`config.mk`:
```
export PLATFORM = sky130hd
export DESIGN_NAME = led_matrix_scanner
export DESIGN_NICKNAME = d
export VERILOG_FILES = /design/src/rtl/sga_pkg.sv /design/src/rtl/scan_timer.sv /design/src/rtl/led_matrix_scanner.sv
export SDC_FILE = /design/constraint.sdc
export NUM_CORES = 1
export LEC_CHECK = 0
export ABC_AREA = 1
export CAP_MARGIN = 20
export CORE_MARGIN = 2
export CORE_UTILIZATION = 45
export CTS_CLUSTER_SIZE = 12
export DETAILED_ROUTE_END_ITERATION = 7
export HOLD_SLACK_MARGIN = 0.08
export PLACE_DENSITY = 0.67
export SETUP_SLACK_MARGIN = 0.05
export SYNTH_ARGS = -nofsm -noshare
export SYNTH_HDL_FRONTEND = slang
export SYNTH_SLANG_ARGS = --single-unit
```
`constraint.sdc`:
```
create_clock -name clock -period 2.05 [get_ports clock]
set_input_delay 0.3075 -clock clock [delete_from_list [all_inputs] [get_ports clock]]
set_output_delay 0.3075 -clock clock [all_outputs]
set_load 0.005 [all_outputs]
```
`src/rtl/sga_pkg.sv`:
```
// Shared constants and state encoding for the SGA LED matrix scanner.
package sga_pkg;

  localparam int DEF_ROWS = 6;
  localparam int DEF_COLS = 6;
  localparam int FRAME_W  = DEF_ROWS * DEF_COLS;
  localparam int ROW_W    = 3;

  typedef enum logic [1:0] {
    IDLE  = 2'd0,
    SCAN  = 2'd1,
    BLANK = 2'd2
  } scan_state_t;

endpackage

```
`src/rtl/scan_timer.sv`:
```
// Terminal-count counter: counts 0..LIMIT-1 while en is high, wraps on tc.
module scan_timer #(
  parameter int unsigned LIMIT = 4,
  parameter int unsigned CW    = (LIMIT > 1) ? $clog2(LIMIT) : 1
) (
  input  logic clk,
  input  logic rst_n,
  input  logic clear,
  input  logic en,
  output logic tc
);

  logic [CW-1:0] count_q;

  assign tc = (count_q == CW'(LIMIT - 1));

  always_ff @(posedge clk or negedge rst_n) begin
    if (!rst_n) begin
      count_q <= '0;
    end else if (clear) begin
      count_q <= '0;
    end else if (en) begin
      count_q <= tc ? '0 : count_q + CW'(1);
    end
  end

endmodule

```
`src/rtl/led_matrix_scanner.sv`:
```
// Double-buffered row-multiplexed LED matrix driver; frames swap only at frame boundaries.
// Optional anti-ghosting blank between rows: define SCAN_BLANK_EN.
module led_matrix_scanner
  import sga_pkg::*;
#(
  parameter int ROWS         = DEF_ROWS,
  parameter int COLS         = DEF_COLS,
  parameter int DWELL        = 1000,
  parameter int BLANK_CYCLES = 2
) (
  input  logic                   clock,
  input  logic                   reset,
  input  logic                   enable,
  input  logic [ROWS*COLS-1:0]   frame,
  input  logic                   frame_valid,
  output logic                   frame_ready,
  output logic [ROWS-1:0]        row_sel,
  output logic [COLS-1:0]        col_data,
  output logic [ROW_W-1:0]       row_idx,
  output logic                   frame_done
);

  localparam int FW = ROWS * COLS;

  if (DWELL < 2) begin : g_bad_dwell
    $error("DWELL must be at least 2");
  end
  if (BLANK_CYCLES < 1) begin : g_bad_blank
    $error("BLANK_CYCLES must be at least 1");
  end
  if (ROWS > (1 << ROW_W)) begin : g_bad_rows
    $error("ROWS exceeds row index width");
  end

  scan_state_t      state_q, state_d;
  logic [ROW_W-1:0] row_q, row_d;
  logic             running_q, running_d;
  logic [FW-1:0]    shadow_q, shadow_d;
  logic             shadow_full_q, shadow_full_d;
  logic [FW-1:0]    active_q, active_d;
  logic [ROWS-1:0]  row_sel_q, row_sel_d;
  logic [COLS-1:0]  col_q, col_d;

  logic advance, last_row, boundary, swap, accept, lit;
  logic dwell_en, dwell_tc, timer_clear, done_c;

  assign timer_clear = (state_q == IDLE);
  assign last_row    = (row_q == ROW_W'(ROWS - 1));
  // running_q means the previous cycle was lit/scanning; a cycle after enable
  // returns only re-lights the held position instead of advancing it.
  assign advance     = enable && running_q;

  scan_timer #(.LIMIT(DWELL)) u_dwell (
    .clk   (clock),
    .rst_n (reset),
    .clear (timer_clear),
    .en    (dwell_en),
    .tc    (dwell_tc)
  );

`ifdef SCAN_BLANK_EN
  logic blank_en, blank_tc;

  scan_timer #(.LIMIT(BLANK_CYCLES)) u_blank (
    .clk   (clock),
    .rst_n (reset),
    .clear (timer_clear),
    .en    (blank_en),
    .tc    (blank_tc)
  );
`endif

  always_comb begin
    state_d       = state_q;
    row_d         = row_q;
    shadow_d      = shadow_q;
    shadow_full_d = shadow_full_q;
    active_d      = active_q;
    boundary      = 1'b0;
    swap          = 1'b0;
    dwell_en      = 1'b0;
    done_c        = 1'b0;
`ifdef SCAN_BLANK_EN
    blank_en      = 1'b0;
`endif

    case (state_q)
      IDLE: begin
        if (enable && shadow_full_q) begin
          state_d = SCAN;
          row_d   = '0;
          swap    = 1'b1;
        end
      end
      SCAN: begin
`ifndef SCAN_BLANK_EN
        done_c = running_q && last_row && dwell_tc;
`endif
        if (advance) begin
          dwell_en = 1'b1;
          if (dwell_tc) begin
`ifdef SCAN_BLANK_EN
            state_d = BLANK;
`else
            row_d    = last_row ? '0 : row_q + ROW_W'(1);
            boundary = last_row;
`endif
          end
        end
      end
`ifdef SCAN_BLANK_EN
      BLANK: begin
        done_c = running_q && last_row && blank_tc;
        if (advance) begin
          blank_en = 1'b1;
          if (blank_tc) begin
            state_d  = SCAN;
            row_d    = last_row ? '0 : row_q + ROW_W'(1);
            boundary = last_row;
          end
        end
      end
`endif
      default: state_d = IDLE;
    endcase

    if (boundary && shadow_full_q) begin
      swap = 1'b1;
    end

    accept = frame_valid && !shadow_full_q;
    if (swap) begin
      active_d      = shadow_q;
      shadow_d      = '0;
      shadow_full_d = 1'b0;
    end else if (accept) begin
      shadow_d      = frame;
      shadow_full_d = 1'b1;
    end

    running_d = enable && (state_d != IDLE);
    lit       = running_d && (state_d == SCAN);
    row_sel_d = lit ? (ROWS'(1) << row_d) : '0;
    col_d     = lit ? active_d[int'(row_d)*COLS +: COLS] : '0;
  end

  always_ff @(posedge clock or negedge reset) begin
    if (!reset) begin
      state_q       <= IDLE;
      row_q         <= '0;
      running_q     <= 1'b0;
      shadow_q      <= '0;
      shadow_full_q <= 1'b0;
      active_q      <= '0;
      row_sel_q     <= '0;
      col_q         <= '0;
    end else begin
      state_q       <= state_d;
      row_q         <= row_d;
      running_q     <= running_d;
      shadow_q      <= shadow_d;
      shadow_full_q <= shadow_full_d;
      active_q      <= active_d;
      row_sel_q     <= row_sel_d;
      col_q         <= col_d;
    end
  end

  assign frame_ready = !shadow_full_q;
  assign row_sel     = row_sel_q;
  assign col_data    = col_q;
  assign row_idx     = row_q;
  assign frame_done  = done_c;

endmodule

```
==> flow_results.xml, run 1 <==
<?xml version="1.0" encoding="UTF-8"?>
<metrics>
  <group name="outcome">
    <metric name="result_of_the_run" unit="">finished, final reports clean</metric>
  </group>
  <group name="worst_setup_path">
    <metric name="critPathLaunch" unit="">u_dwell.count_q[1]</metric>
    <metric name="setup.reg_to_reg.worst_slack" unit="ps">50</metric>
    <metric name="crit_path_end_kind" unit="">register</metric>
    <metric name="critical_path.max_stage_delay" unit="ps">400</metric>
    <metric name="worst_path_dominant_cell_family" unit="">simple AND/OR/NAND/NOR gates</metric>
    <metric name="path_cells" unit="">ha_4 -&gt; nand2_4 -&gt; nor2_4 -&gt; nand3_2 -&gt; nor2_4 -&gt; nand3_2 -&gt; nand2_4 -&gt; nand2_8 -&gt; buf_6 -&gt; nand2_1 -&gt; nand3_1 -&gt; nand3_1 -&gt; nand2_1 -&gt; inv_1 -&gt; a21oi_1</metric>
    <metric name="cpMaxStageDelayCell" unit="">sky130_fd_sc_hd__dfrtp_1</metric>
    <metric name="worst-path-buf-inv" unit="">2</metric>
    <metric name="crit_path_end" unit="">col_data[3]</metric>
    <metric name="worstPathArrival" unit="ps">2250</metric>
    <metric name="cp-start-kind" unit="">register</metric>
    <metric name="critical_path.reg2reg.startpoint" unit="">u_dwell.count_q[1]</metric>
    <metric name="criticalPathCategory" unit="">register to register</metric>
    <metric name="critical_path.reg2reg.endpoint" unit="">col_data[3]</metric>
    <metric name="ff2ff_path_depth" unit="">15</metric>
    <metric name="cp_max_fo" unit="">7</metric>
    <metric name="timing.critical_path.depth" unit="">15</metric>
    <metric name="timing.critical_path.required" unit="ps">2300</metric>
  </group>
  <group name="global_routing">
    <metric name="first_global_vias" unit="">3882</metric>
    <metric name="maximum_number_of_pins_on_one_net_before_global_route_repair" unit="">50</metric>
    <metric name="grt_overflow" unit="">0</metric>
    <metric name="wire_length_of_the_first_global_routing_pass" unit="um">18600</metric>
    <metric name="initial_antenna_violation_count" unit="">0</metric>
    <metric name="grt_use_total" unit="">0.206</metric>
  </group>
  <group name="routing">
    <metric name="postRouteAntennaNets" unit="">0</metric>
    <metric name="route.final.wire_length" unit="um">12400</metric>
    <metric name="detailed_route_wire_length_per_cell" unit="um">15.5</metric>
    <metric name="route.top_layer_used" unit="">met4</metric>
    <metric name="detailedRoute.firstPassIterationCount" unit="">6</metric>
    <metric name="met2_length" unit="um">6100</metric>
    <metric name="drc" unit="">0</metric>
    <metric name="drt_iter0_drc" unit="">206</metric>
    <metric name="vias" unit="">4112</metric>
    <metric name="routed_via_density" unit="">5.16</metric>
    <metric name="detailroute.wirelength.met3" unit="um">544</metric>
    <metric name="m1WireLength" unit="um">5490</metric>
  </group>
  <group name="placement">
    <metric name="dp_hpwl" unit="um">8130</metric>
    <metric name="place.port_buffers" unit="">56</metric>
    <metric name="placed_cell_area" unit="um^2">5640</metric>
    <metric name="place_congestion" unit="">0.866</metric>
  </group>
  <group name="synth">
    <metric name="mappedNetlistNets" unit="">599</metric>
    <metric name="avgSynthCellArea" unit="um^2">8.56</metric>
    <metric name="synth_xor_xnor_area_share" unit="">0.00183</metric>
    <metric name="netlist_area" unit="um^2">4780</metric>
    <metric name="adder_cell_share_of_the_synthesized_area" unit="">0.00262</metric>
    <metric name="yosys_warnings" unit="">0</metric>
    <metric name="synth_mux_area_frac" unit="">0</metric>
    <metric name="postSynthCellCount" unit="">558</metric>
    <metric name="ys_types" unit="">33</metric>
    <metric name="postSynthRegisterBits" unit="">101</metric>
    <metric name="post_synth_and_or_nand_nor_area_fraction" unit="">0.284</metric>
    <metric name="yosysSeqAreaShare" unit="">0.529</metric>
    <metric name="synth-compound-area-share" unit="">0.0838</metric>
    <metric name="largest_family_of_logic_cells_by_synthesized_area" unit="">simple AND/OR/NAND/NOR gates</metric>
  </group>
  <group name="power">
    <metric name="total_power" unit="mW">6.68</metric>
    <metric name="worst_ir_drop_vdd" unit="mV">0.857</metric>
    <metric name="total_leakage_power" unit="nW">3.13</metric>
    <metric name="power_per_cell_area" unit="nW/um^2">1030</metric>
  </group>
  <group name="job">
    <metric name="max_cap_violations" unit="">0</metric>
  </group>
  <group name="floorplanning">
    <metric name="core_area" unit="um^2">10300</metric>
    <metric name="fp.dieArea" unit="um^2">11500</metric>
    <metric name="num_rows" unit="">37</metric>
    <metric name="ios" unit="">57</metric>
    <metric name="chip_width" unit="um">107</metric>
    <metric name="starting_density_of_the_core" unit="">0.463</metric>
    <metric name="floorplan.die.height" unit="um">107</metric>
  </group>
  <group name="timing">
    <metric name="rsz0062_at_grt" unit="">true</metric>
    <metric name="post-route-min-period" unit="ps">2000</metric>
    <metric name="report.final.hold_viol_count" unit="">0</metric>
    <metric name="maxClockFrequency" unit="MHz">500</metric>
    <metric name="fin_skew" unit="ps">15.7</metric>
    <metric name="setup-violations-final" unit="">0</metric>
    <metric name="timing.final.crit_share" unit="">0.977</metric>
    <metric name="number_of_max_slew_violations_in_the_final_report" unit="">0</metric>
  </group>
  <group name="final_layout">
    <metric name="layout_commonest_cell" unit="">sky130_fd_sc_hd__nand3_1</metric>
    <metric name="design_area" unit="um^2">6500</metric>
    <metric name="drive_gt1_frac" unit="">0.233</metric>
    <metric name="mostFrequentLayoutCells" unit="">105 x sky130_fd_sc_hd__nand3_1, 101 x sky130_fd_sc_hd__dfrtp_1, 79 x sky130_fd_sc_hd__nand2_1</metric>
    <metric name="final_nets" unit="">697</metric>
    <metric name="layout-area-overhead-vs-synth" unit="%">36.2</metric>
    <metric name="antennaDiodeCount" unit="">0</metric>
  </group>
  <group name="min_path">
    <metric name="min-delay-path-class" unit="">input pin to asynchronous set/reset pin</metric>
  </group>
  <group name="clocking">
    <metric name="ctsHtreeMaxLevel" unit="">3</metric>
    <metric name="clock_sink_total" unit="">101</metric>
    <metric name="clk-insertion-delay-late" unit="ps">370</metric>
    <metric name="cts_made_buffers" unit="">9</metric>
    <metric name="root_driver" unit="">sky130_fd_sc_hd__clkbuf_8</metric>
    <metric name="clk_transition_reported_paths" unit="ps">100</metric>
    <metric name="clock_path_buffers" unit="">2</metric>
    <metric name="cts_tree" unit="">done</metric>
  </group>
</metrics>
==> state kept, by name, indices dropped and copies added, names as in the netlist <==
signal,cells
active_q,36
col_data,6
running_q,1
u_dwell.count_q,10
shadow_q,36
state_q,2
shadow_full_q,1
row_sel,6
row_idx,3
==> worst reg2reg max path: stages (launching register included) <==
cell and delay, ps:
sky130_fd_sc_hd__dfrtp_1 400, sky130_fd_sc_hd__ha_4 160, sky130_fd_sc_hd__nand2_4 80, sky130_fd_sc_hd__nor2_4 90, sky130_fd_sc_hd__nand3_2 100, sky130_fd_sc_hd__nor2_4 120, sky130_fd_sc_hd__nand3_2 90, sky130_fd_sc_hd__nand2_4 150
sky130_fd_sc_hd__nand2_8 110, sky130_fd_sc_hd__buf_6 160, sky130_fd_sc_hd__nand2_1 80, sky130_fd_sc_hd__nand3_1 80, sky130_fd_sc_hd__nand3_1 110, sky130_fd_sc_hd__nand2_1 50, sky130_fd_sc_hd__inv_1 70, sky130_fd_sc_hd__a21oi_1 40
==> logic make-up (layout without fill, tap and decap cells) <==
logic type | count (synthesis) | in the layout
AOI/OAI and AO/OA | 67 | 67
xor gates and xnor gates | 1 | 1
adders and majority gates | 1 | 1
buffers and inverters | 107 | 210
DFF | 101 | 101
other | 1 | 1
and+or+nand+nor | 280 | 280
==> power breakdown <==
part           switching, mW  internal [mW]
Sequential             0.245           2.69
Combinational           1.46           1.04
Clock                  0.679          0.568
Total                   2.38           4.30
==> through the flow <==
| step | std cells | TNS, ps | setup WS, ps | utilization | hold slack (ps) |
|---|---|---|---|---|---|
| 5_1_grt | 797 | -351 | -74.2 | 0.630 | 448 |
| 2_1_floorplan | 558 | 0 | 222 | - | 11.9 |
| 4_1_cts | 777 | 0 | 35.0 | 0.581 | 428 |
| 6_report | 797 | 0 | 48.0 | 0.630 | 420 |
| 3_5_place_dp | 753 | -929 | -154 | 0.546 | 287 |
| 3_3_place_gp | 753 | -477 | -94.1 | 0.546 | 283 |
==> cell usage after synthesis <==
library cell	count	area, um^2
sky130_fd_sc_hd__nand2_2	6	37.5
sky130_fd_sc_hd__o22ai_1	3	18.8
sky130_fd_sc_hd__nor2_4	2	22.5
sky130_fd_sc_hd__buf_6	7	78.8
sky130_fd_sc_hd__buf_2	2	10.0
sky130_fd_sc_hd__clkbuf_1	12	45.0
sky130_fd_sc_hd__inv_2	3	11.3
sky130_fd_sc_hd__inv_1	80	300
sky130_fd_sc_hd__a21oi_4	1	16.3
sky130_fd_sc_hd__o21ai_1	6	30.0
sky130_fd_sc_hd__nand3_2	3	30.0
sky130_fd_sc_hd__ha_1	1	12.5
sky130_fd_sc_hd__nor3_1	3	15.0
sky130_fd_sc_hd__o21ai_2	2	17.5
sky130_fd_sc_hd__nand3_1	123	616
sky130_fd_sc_hd__clkbuf_2	1	5.00
sky130_fd_sc_hd__nand4_4	1	21.3
sky130_fd_sc_hd__buf_4	2	15.0
sky130_fd_sc_hd__and3_1	1	6.26
sky130_fd_sc_hd__nor2_1	19	71.3
sky130_fd_sc_hd__and2_1	20	125
sky130_fd_sc_hd__a21oi_1	10	50.1
sky130_fd_sc_hd__nor2_2	3	18.8
sky130_fd_sc_hd__o21ai_4	2	32.5
sky130_fd_sc_hd__nand2_4	3	33.8
sky130_fd_sc_hd__o21ai_0	39	195
sky130_fd_sc_hd__xor2_1	1	8.76
sky130_fd_sc_hd__o21a_1	1	7.51
sky130_fd_sc_hd__nand2_1	96	360
sky130_fd_sc_hd__conb_1	1	3.75
sky130_fd_sc_hd__dfrtp_1	101	2530
sky130_fd_sc_hd__o211ai_2	2	25.0
sky130_fd_sc_hd__o211ai_1	1	7.51
==> per-layer routing <==
metal  vias to the layer above  track usage
met5                         -            0
met3                        20       0.0377
met2                       106        0.319
met4                         0       0.0705
li1                       1987            -
met1                      1999        0.292
==> worst min path at each step <==
stage | startpoint | to | slack [ps] | depth (start not counted)
floorplan | reset | active_q[0] | 10 | 0
global placement | reset | u_dwell.count_q[8] | 280 | 1
detailed placement | reset | u_dwell.count_q[8] | 290 | 1
CTS | reset | u_dwell.count_q[8] | 430 | 2
global route | reset | u_dwell.count_q[8] | 450 | 2
finish | reset | u_dwell.count_q[8] | 420 | 2
==> final cells by class <==
cell class / count / area, um^2
repair buffers: 111 / 1210
well taps: 136 / 170
multi-input cells: 350 / 2090
clock inverters: 5 / 58.8
flip-flops and latches: 101 / 2530
fillers: 851 / 3820
inverters: 83 / 314
clock buffers: 11 / 131
==> repair_timing <==
item	CTS	global route
hold buffers	1	0
pin swaps	11	27
hold endpoints to repair	31	0
setup endpoints to repair	35	41
setup buffers	8	12
gates resized for setup	35	54
cloned	0	8
(Power assumes the default switching activity.)
==> run 2, diff against run 1 <==
--- a/config.mk
+++ b/config.mk
@@ -12,7 +12,8 @@
 export CTS_CLUSTER_SIZE = 12
 export DETAILED_ROUTE_END_ITERATION = 7
 export HOLD_SLACK_MARGIN = 0.08
-export PLACE_DENSITY = 0.67
+export MAX_ROUTING_LAYER = met4
+export PLACE_DENSITY = 0.69
 export SETUP_SLACK_MARGIN = 0.05
 export SYNTH_ARGS = -nofsm -noshare
 export SYNTH_HDL_FRONTEND = slang
==> constraint.sdc (replaced) <==
create_clock -name clock -period 1.8 [get_ports clock]
set_input_delay 0.27 -clock clock [delete_from_list [all_inputs] [get_ports clock]]
set_output_delay 0.27 -clock clock [all_outputs]
set_load 0.005 [all_outputs]
==> run 2 against run 1 <==
  * The flow now finishes with violations (negative setup slack)
  * Non-clock buffer count is 13 higher
  * Power up 17%
  * Sequential share of layout area is 1.5 points lower
  * Global-route usage up 1.6 points
  * Wire length up 0.44%
  * Clock-buffer cell count did not move
  * Clock skew decreased by 4.1 ps
  * Critical path depth fell by 1
  * Clock power up 4%
  * Critical path type unchanged
==> flow_results.xml, run 2 (synthesis results as in run 1) <==
<?xml version="1.0" encoding="UTF-8"?>
<metrics>
  <group name="outcome">
    <metric name="result_of_the_run" unit="">complete, but fails checks</metric>
    <metric name="violations" unit="">negative setup slack</metric>
  </group>
  <group name="timing">
    <metric name="number_of_max_slew_violations_in_the_final_report" unit="">0</metric>
    <metric name="worst_margin_pin_slew" unit="ps">508</metric>
    <metric name="post-route-min-period" unit="ps">2060</metric>
    <metric name="fin_hold_ws" unit="ps">394</metric>
    <metric name="report.final.hold_viol_count" unit="">0</metric>
    <metric name="fin_skew" unit="ps">11.6</metric>
    <metric name="worst_slack_setup_final" unit="ps">-260</metric>
    <metric name="timing.final.crit_share" unit="">1.14</metric>
    <metric name="setup-violations-final" unit="">61</metric>
    <metric name="rsz0062_at_grt" unit="">true</metric>
    <metric name="relative_slew_slack" unit="">0.662</metric>
    <metric name="maxClockFrequency" unit="MHz">485</metric>
  </group>
  <group name="global_routing">
    <metric name="maximum_number_of_pins_on_one_net_before_global_route_repair" unit="">38</metric>
    <metric name="wire_length_of_the_first_global_routing_pass" unit="um">19500</metric>
    <metric name="grt_overflow" unit="">0</metric>
    <metric name="initial_antenna_violation_count" unit="">0</metric>
    <metric name="grt_use_total" unit="">0.222</metric>
    <metric name="first_global_vias" unit="">4074</metric>
  </group>
  <group name="placement">
    <metric name="place.port_buffers" unit="">56</metric>
    <metric name="dp_hpwl" unit="um">8420</metric>
    <metric name="dpl.cell_count" unit="">782</metric>
    <metric name="dp_slack" unit="ps">-334</metric>
    <metric name="place_congestion" unit="">0.900</metric>
    <metric name="placed_cell_area" unit="um^2">5910</metric>
  </group>
  <group name="worst_setup_path">
    <metric name="timing.critical_path.required" unit="ps">2040</metric>
    <metric name="ff2ff_path_depth" unit="">14</metric>
    <metric name="setup.reg_to_reg.worst_slack" unit="ps">-260</metric>
    <metric name="worstPathArrival" unit="ps">2300</metric>
    <metric name="criticalPathCategory" unit="">register to register</metric>
    <metric name="cp_max_fo" unit="">5</metric>
    <metric name="cp-start-kind" unit="">register</metric>
    <metric name="critical_path.reg2reg.endpoint" unit="">col_data[3]</metric>
    <metric name="crit_path_end_kind" unit="">register</metric>
    <metric name="critical_path.reg2reg.startpoint" unit="">u_dwell.count_q[1]</metric>
  </group>
  <group name="routing">
    <metric name="detailedRoute.firstPassIterationCount" unit="">5</metric>
    <metric name="postRouteAntennaNets" unit="">0</metric>
    <metric name="routed_via_density" unit="">5.18</metric>
    <metric name="vias" unit="">4191</metric>
    <metric name="detailed_route_wire_length_per_cell" unit="um">15.4</metric>
    <metric name="route.final.wire_length" unit="um">12400</metric>
    <metric name="drc" unit="">0</metric>
    <metric name="drt_iter0_drc" unit="">222</metric>
  </group>
  <group name="clocking">
    <metric name="cts_tree" unit="">done</metric>
    <metric name="clk_transition_reported_paths" unit="ps">100</metric>
    <metric name="clk-insertion-delay-late" unit="ps">370</metric>
    <metric name="cts_made_buffers" unit="">9</metric>
    <metric name="ctsHtreeMaxLevel" unit="">3</metric>
    <metric name="clock_sink_total" unit="">101</metric>
    <metric name="root_driver" unit="">sky130_fd_sc_hd__clkbuf_8</metric>
    <metric name="clock_path_buffers" unit="">2</metric>
  </group>
  <group name="min_path">
    <metric name="min-delay-path-class" unit="">input pin to asynchronous set/reset pin</metric>
  </group>
  <group name="floorplanning">
    <metric name="chip_width" unit="um">107</metric>
    <metric name="core_area" unit="um^2">10300</metric>
    <metric name="fp.dieArea" unit="um^2">11500</metric>
    <metric name="ios" unit="">57</metric>
    <metric name="starting_density_of_the_core" unit="">0.463</metric>
    <metric name="num_rows" unit="">37</metric>
    <metric name="floorplan.die.height" unit="um">107</metric>
  </group>
  <group name="final_layout">
    <metric name="largestRegisters" unit="">active_q (36), shadow_q (36), u_dwell.count_q (10)</metric>
    <metric name="antennaDiodeCount" unit="">0</metric>
    <metric name="final_cells" unit="">809</metric>
    <metric name="layout_commonest_cell" unit="">sky130_fd_sc_hd__dfrtp_1</metric>
    <metric name="mostFrequentLayoutCells" unit="">101 x sky130_fd_sc_hd__dfrtp_1, 83 x sky130_fd_sc_hd__nand3_1, 78 x sky130_fd_sc_hd__nand2_1</metric>
    <metric name="utilization_of_the_core_after_routing" unit="">0.655</metric>
    <metric name="layout-area-overhead-vs-synth" unit="%">41.6</metric>
    <metric name="final_nets" unit="">710</metric>
    <metric name="design_area" unit="um^2">6760</metric>
    <metric name="drive_gt1_frac" unit="">0.303</metric>
  </group>
  <group name="power">
    <metric name="worst_ir_drop_vdd" unit="mV">0.595</metric>
    <metric name="power_per_cell_area" unit="nW/um^2">1160</metric>
    <metric name="total_leakage_power" unit="nW">3.18</metric>
  </group>
  <group name="job">
    <metric name="max_cap_violations" unit="">0</metric>
  </group>
</metrics>
run 2: changes by cell type in the layout (fill, tap and decap cells not counted), moves of 5 or more:
cell / delta
sky130_fd_sc_hd__and2_4: +10
sky130_fd_sc_hd__nand3_4: +12
sky130_fd_sc_hd__nand3_2: +10
sky130_fd_sc_hd__buf_4: +16
sky130_fd_sc_hd__and2_1: -10
sky130_fd_sc_hd__nand2_2: +5
sky130_fd_sc_hd__nand3_1: -22
run 2: per-layer routing:
layer	vias to the layer above	track usage	wire, um
met4	0	0.0863	319
met3	26	0.0231	493
li1	2015	-	-
met5	-	-	0
met1	2037	0.292	5410
met2	113	0.358	6190
run 2: worst max path at each step:
stage | to | depth (start not counted) | from | slack, ps
2_1_floorplan | col_data[4] | 13 | u_dwell.count_q[1] | 30
3_3_place_gp | col_data[5] | 11 | enable | -290
3_5_place_dp | col_data[0] | 13 | enable | -330
4_1_cts | col_data[4] | 13 | u_dwell.count_q[0] | -190
5_1_grt | col_data[3] | 14 | u_dwell.count_q[1] | -360
6_report | col_data[3] | 14 | u_dwell.count_q[1] | -260
run 2: what timing repair did:
action                                  in CTS  in global routing
gates cloned                                 1                  2
hold endpoints to repair                    35                  0
pin swaps                                   13                 39
hold buffers                                 1                  0
resized for setup                           31                 98
setup buffers                                5                  3
endpoints found under the setup margin      67                 87
run 2: layout make-up:
class                      count  area [um^2]
clock buffer                  11          141
tap                          136          170
inverter                      83          314
multi-input combinational    350         2310
sequential                   101         2530
timing repair buffer         124         1270
clock inverter                 4         23.8
fill                         780         3560
run 2: worst max-delay path: stages, from the launching register on:
cell and delay, ps:
sky130_fd_sc_hd__dfrtp_1 410, sky130_fd_sc_hd__ha_4 170, sky130_fd_sc_hd__nand2_4 70, sky130_fd_sc_hd__nor2_4 80, sky130_fd_sc_hd__nand3_2 100, sky130_fd_sc_hd__nor2_4 130, sky130_fd_sc_hd__nand3_2 100, sky130_fd_sc_hd__nand2_4 130
sky130_fd_sc_hd__buf_8 160, sky130_fd_sc_hd__clkbuf_16 170, sky130_fd_sc_hd__nand3_2 80, sky130_fd_sc_hd__nand3_2 90, sky130_fd_sc_hd__nand3_2 80, sky130_fd_sc_hd__nand2_2 90, sky130_fd_sc_hd__a21oi_2 70
run 2: through the flow:
stage,TNS (ps),power (mW)
floorplan,0,4.87
global placement,-7260,5.75
detailed placement,-9610,5.85
CTS,-3050,7.28
global route,-13920,8.37
finish,-5950,7.83
run 2: report_power, final:
group / total [mW] / leakage, nW / internal, mW / switching (mW)
Combinational: 3.17 / 1.81 / 1.37 / 1.80
Clock: 1.30 / 0.0893 / 0.533 / 0.765
Sequential: 3.37 / 1.28 / 3.06 / 0.300
==> run 3, diff against run 2 <==
--- a/config.mk
+++ b/config.mk
@@ -7,7 +7,7 @@
 export LEC_CHECK = 0
 export ABC_AREA = 1
 export CAP_MARGIN = 20
-export CORE_MARGIN = 2
+export CORE_MARGIN = 3
 export CORE_UTILIZATION = 45
 export CTS_CLUSTER_SIZE = 12
 export DETAILED_ROUTE_END_ITERATION = 7
==> run 3 against run 2 <==
  * The flow still finishes with violations (negative setup slack)
  * Clock skew down 2.1 ps
  * Core utilization increased by 4.8 points
  * Clock-buffer cell count did not move
  * Cell count up 2.2%
  * Fmax increased by 0.59%
  * Register-to-register slack about the same
  * First-iteration DRC count grew 18%
  * Largest cell class unchanged
==> flow_results.xml, run 3 (synthesis results as in run 1) <==
<?xml version="1.0" encoding="UTF-8"?>
<metrics>
  <group name="outcome">
    <metric name="result_of_the_run" unit="">complete, but fails checks</metric>
    <metric name="violations" unit="">negative setup slack</metric>
  </group>
  <group name="final_layout">
    <metric name="final_nets" unit="">733</metric>
    <metric name="drive_gt1_frac" unit="">0.362</metric>
    <metric name="layout-area-overhead-vs-synth" unit="%">47.9</metric>
    <metric name="utilization_of_the_core_after_routing" unit="">0.703</metric>
    <metric name="antennaDiodeCount" unit="">0</metric>
    <metric name="nFillCells" unit="">728</metric>
    <metric name="final_cells" unit="">827</metric>
    <metric name="layout_commonest_cell" unit="">sky130_fd_sc_hd__nand3_1</metric>
    <metric name="mostFrequentLayoutCells" unit="">103 x sky130_fd_sc_hd__nand3_1, 101 x sky130_fd_sc_hd__dfrtp_1, 72 x sky130_fd_sc_hd__inv_1</metric>
    <metric name="largestRegisters" unit="">active_q (36), shadow_q (36), u_dwell.count_q (10)</metric>
  </group>
  <group name="routing">
    <metric name="detailed_route_wire_length_per_cell" unit="um">16.1</metric>
    <metric name="route.final.wire_length" unit="um">13300</metric>
    <metric name="routed_via_density" unit="">5.20</metric>
    <metric name="postRouteAntennaNets" unit="">0</metric>
    <metric name="detailedRoute.firstPassIterationCount" unit="">4</metric>
    <metric name="drt_iter0_drc" unit="">262</metric>
    <metric name="drc" unit="">0</metric>
    <metric name="vias" unit="">4302</metric>
  </group>
  <group name="clocking">
    <metric name="clock_path_buffers" unit="">2</metric>
    <metric name="clk-insertion-delay-late" unit="ps">370</metric>
    <metric name="ctsHtreeMaxLevel" unit="">3</metric>
    <metric name="root_driver" unit="">sky130_fd_sc_hd__clkbuf_8</metric>
    <metric name="clk_transition_reported_paths" unit="ps">90</metric>
    <metric name="clock_sink_total" unit="">101</metric>
    <metric name="cts_made_buffers" unit="">9</metric>
    <metric name="cts_tree" unit="">done</metric>
  </group>
  <group name="timing">
    <metric name="number_of_max_slew_violations_in_the_final_report" unit="">0</metric>
    <metric name="rsz0062_at_grt" unit="">true</metric>
    <metric name="post-route-min-period" unit="ps">2050</metric>
    <metric name="worst_slack_setup_final" unit="ps">-248</metric>
    <metric name="fin_skew" unit="ps">9.45</metric>
    <metric name="setup-violations-final" unit="">47</metric>
    <metric name="maxClockFrequency" unit="MHz">488</metric>
    <metric name="report.final.hold_viol_count" unit="">0</metric>
    <metric name="timing.final.crit_share" unit="">1.14</metric>
    <metric name="summed_negative_setup_slack_over_all_endpoints" unit="ps">-4010</metric>
  </group>
  <group name="floorplanning">
    <metric name="ios" unit="">57</metric>
    <metric name="floorplan.die.height" unit="um">109</metric>
    <metric name="num_rows" unit="">36</metric>
    <metric name="chip_width" unit="um">109</metric>
    <metric name="starting_density_of_the_core" unit="">0.475</metric>
    <metric name="fp.dieArea" unit="um^2">11900</metric>
    <metric name="core_area" unit="um^2">10000</metric>
  </group>
  <group name="worst_setup_path">
    <metric name="cp_max_fo" unit="">5</metric>
    <metric name="worstPathArrival" unit="ps">2300</metric>
    <metric name="criticalPathCategory" unit="">register to register</metric>
    <metric name="timing.critical_path.required" unit="ps">2050</metric>
    <metric name="crit_path_end_kind" unit="">register</metric>
    <metric name="cp-start-kind" unit="">register</metric>
  </group>
  <group name="global_routing">
    <metric name="grt_use_total" unit="">0.222</metric>
    <metric name="initial_antenna_violation_count" unit="">0</metric>
    <metric name="maximum_number_of_pins_on_one_net_before_global_route_repair" unit="">33</metric>
    <metric name="first_global_vias" unit="">4229</metric>
    <metric name="wire_length_of_the_first_global_routing_pass" unit="um">20000</metric>
    <metric name="grt_overflow" unit="">0</metric>
  </group>
  <group name="power">
    <metric name="seq_power_share" unit="">0.415</metric>
    <metric name="share_clk_of_total_power" unit="">0.151</metric>
    <metric name="power_switching_share" unit="">0.370</metric>
    <metric name="internal_power" unit="mW">5.20</metric>
    <metric name="total_leakage_power" unit="nW">3.33</metric>
    <metric name="p_sw" unit="mW">3.06</metric>
    <metric name="comb_power_share" unit="">0.434</metric>
    <metric name="power_per_cell_area" unit="nW/um^2">1170</metric>
    <metric name="worst_ir_drop_vdd" unit="mV">0.651</metric>
  </group>
  <group name="placement">
    <metric name="dpl.cell_count" unit="">791</metric>
    <metric name="dp_hpwl" unit="um">8890</metric>
    <metric name="dp_slack" unit="ps">-394</metric>
    <metric name="place.port_buffers" unit="">56</metric>
    <metric name="place_congestion" unit="">0.850</metric>
  </group>
  <group name="job">
    <metric name="max_cap_violations" unit="">0</metric>
  </group>
  <group name="min_path">
    <metric name="min-delay-path-class" unit="">input pin to asynchronous set/reset pin</metric>
  </group>
</metrics>
[run 3: critical path, stage by stage (launching register included)]
cell and delay [ps]:
sky130_fd_sc_hd__dfrtp_1 400, sky130_fd_sc_hd__ha_4 170, sky130_fd_sc_hd__nand2_4 70, sky130_fd_sc_hd__nor2_4 100
sky130_fd_sc_hd__nand3_4 80, sky130_fd_sc_hd__nor2_4 140, sky130_fd_sc_hd__nand3_4 110, sky130_fd_sc_hd__nand2_8 130
sky130_fd_sc_hd__nand2_8 100, sky130_fd_sc_hd__clkbuf_16 180, sky130_fd_sc_hd__nand2_4 60, sky130_fd_sc_hd__o21ai_4 60
sky130_fd_sc_hd__o211ai_2 230, sky130_fd_sc_hd__nand3_2 90
[run 3: metrics by stage]
stage / hold WS, ps / cell area, um^2 / total power [mW]
after floorplan: -25.6 / 4800 / 4.87
after global placement: 227 / 5970 / 5.77
after detailed placement: 230 / 5970 / 5.88
after CTS: 371 / 6430 / 7.42
after global routing: 389 / 7060 / 8.80
final: 362 / 7060 / 8.26
[run 3: repair_timing]
| item | 4_1_cts | 5_1_grt |
|---|---|---|
| gates cloned | 1 | 6 |
| hold endpoints to repair | 26 | 0 |
| gates resized for setup | 85 | 125 |
| pin swaps | 14 | 21 |
| buffers inserted | 10 | 8 |
| endpoints found under the setup margin | 87 | 89 |
| hold buffers | 1 | 0 |
[run 3: path summary, 6_finish.rpt]
kind | from | endpoint | slack, ps | cells after the start
worst max-delay path | u_dwell.count_q[1] | col_data[4] | -250 | 13
worst min-delay path | reset | u_dwell.count_q[5] | 360 | 2
worst max register to register | u_dwell.count_q[1] | col_data[4] | -250 | 13
worst min register to register | active_q[28] | active_q[28] | 500 | 2
max in group asynchronous | reset | shadow_q[31] | 840 | 3
min in group clock | frame[17] | shadow_q[17] | 470 | 3
[run 3: final cells by class]
| type | instances | area, um^2 | share of cell area |
|---|---|---|---|
| sequential | 101 | 2530 | 0.358 |
| timing repair buffer | 146 | 1500 | 0.213 |
| multi-input combinational | 351 | 2390 | 0.339 |
| tap | 133 | 166 | 0.0236 |
| clock buffer | 11 | 141 | 0.0200 |
| inverter | 83 | 318 | 0.0450 |
| clock inverter | 2 | 12.5 | 0.00177 |
[run 3: metal layers]
layer,global-route usage,part of all wire,vias up
li1,-,-,2063
met2,0.351,0.51,112
met1,0.295,0.43,2111
met5,-,0,-
met4,0.0595,0.011,0
met3,0.0438,0.045,16
[run 3: power groups by stage]
stage | combinational (mW) | sequential [mW] | clock (mW)
after CTS | 2.82 | 3.32 | 1.28
after global routing | 3.95 | 3.50 | 1.35
after detailed placement | 2.52 | 3.36 | 0
after global placement | 2.44 | 3.33 | 0
after floorplan | 1.59 | 3.29 | 0
final | 3.58 | 3.43 | 1.25
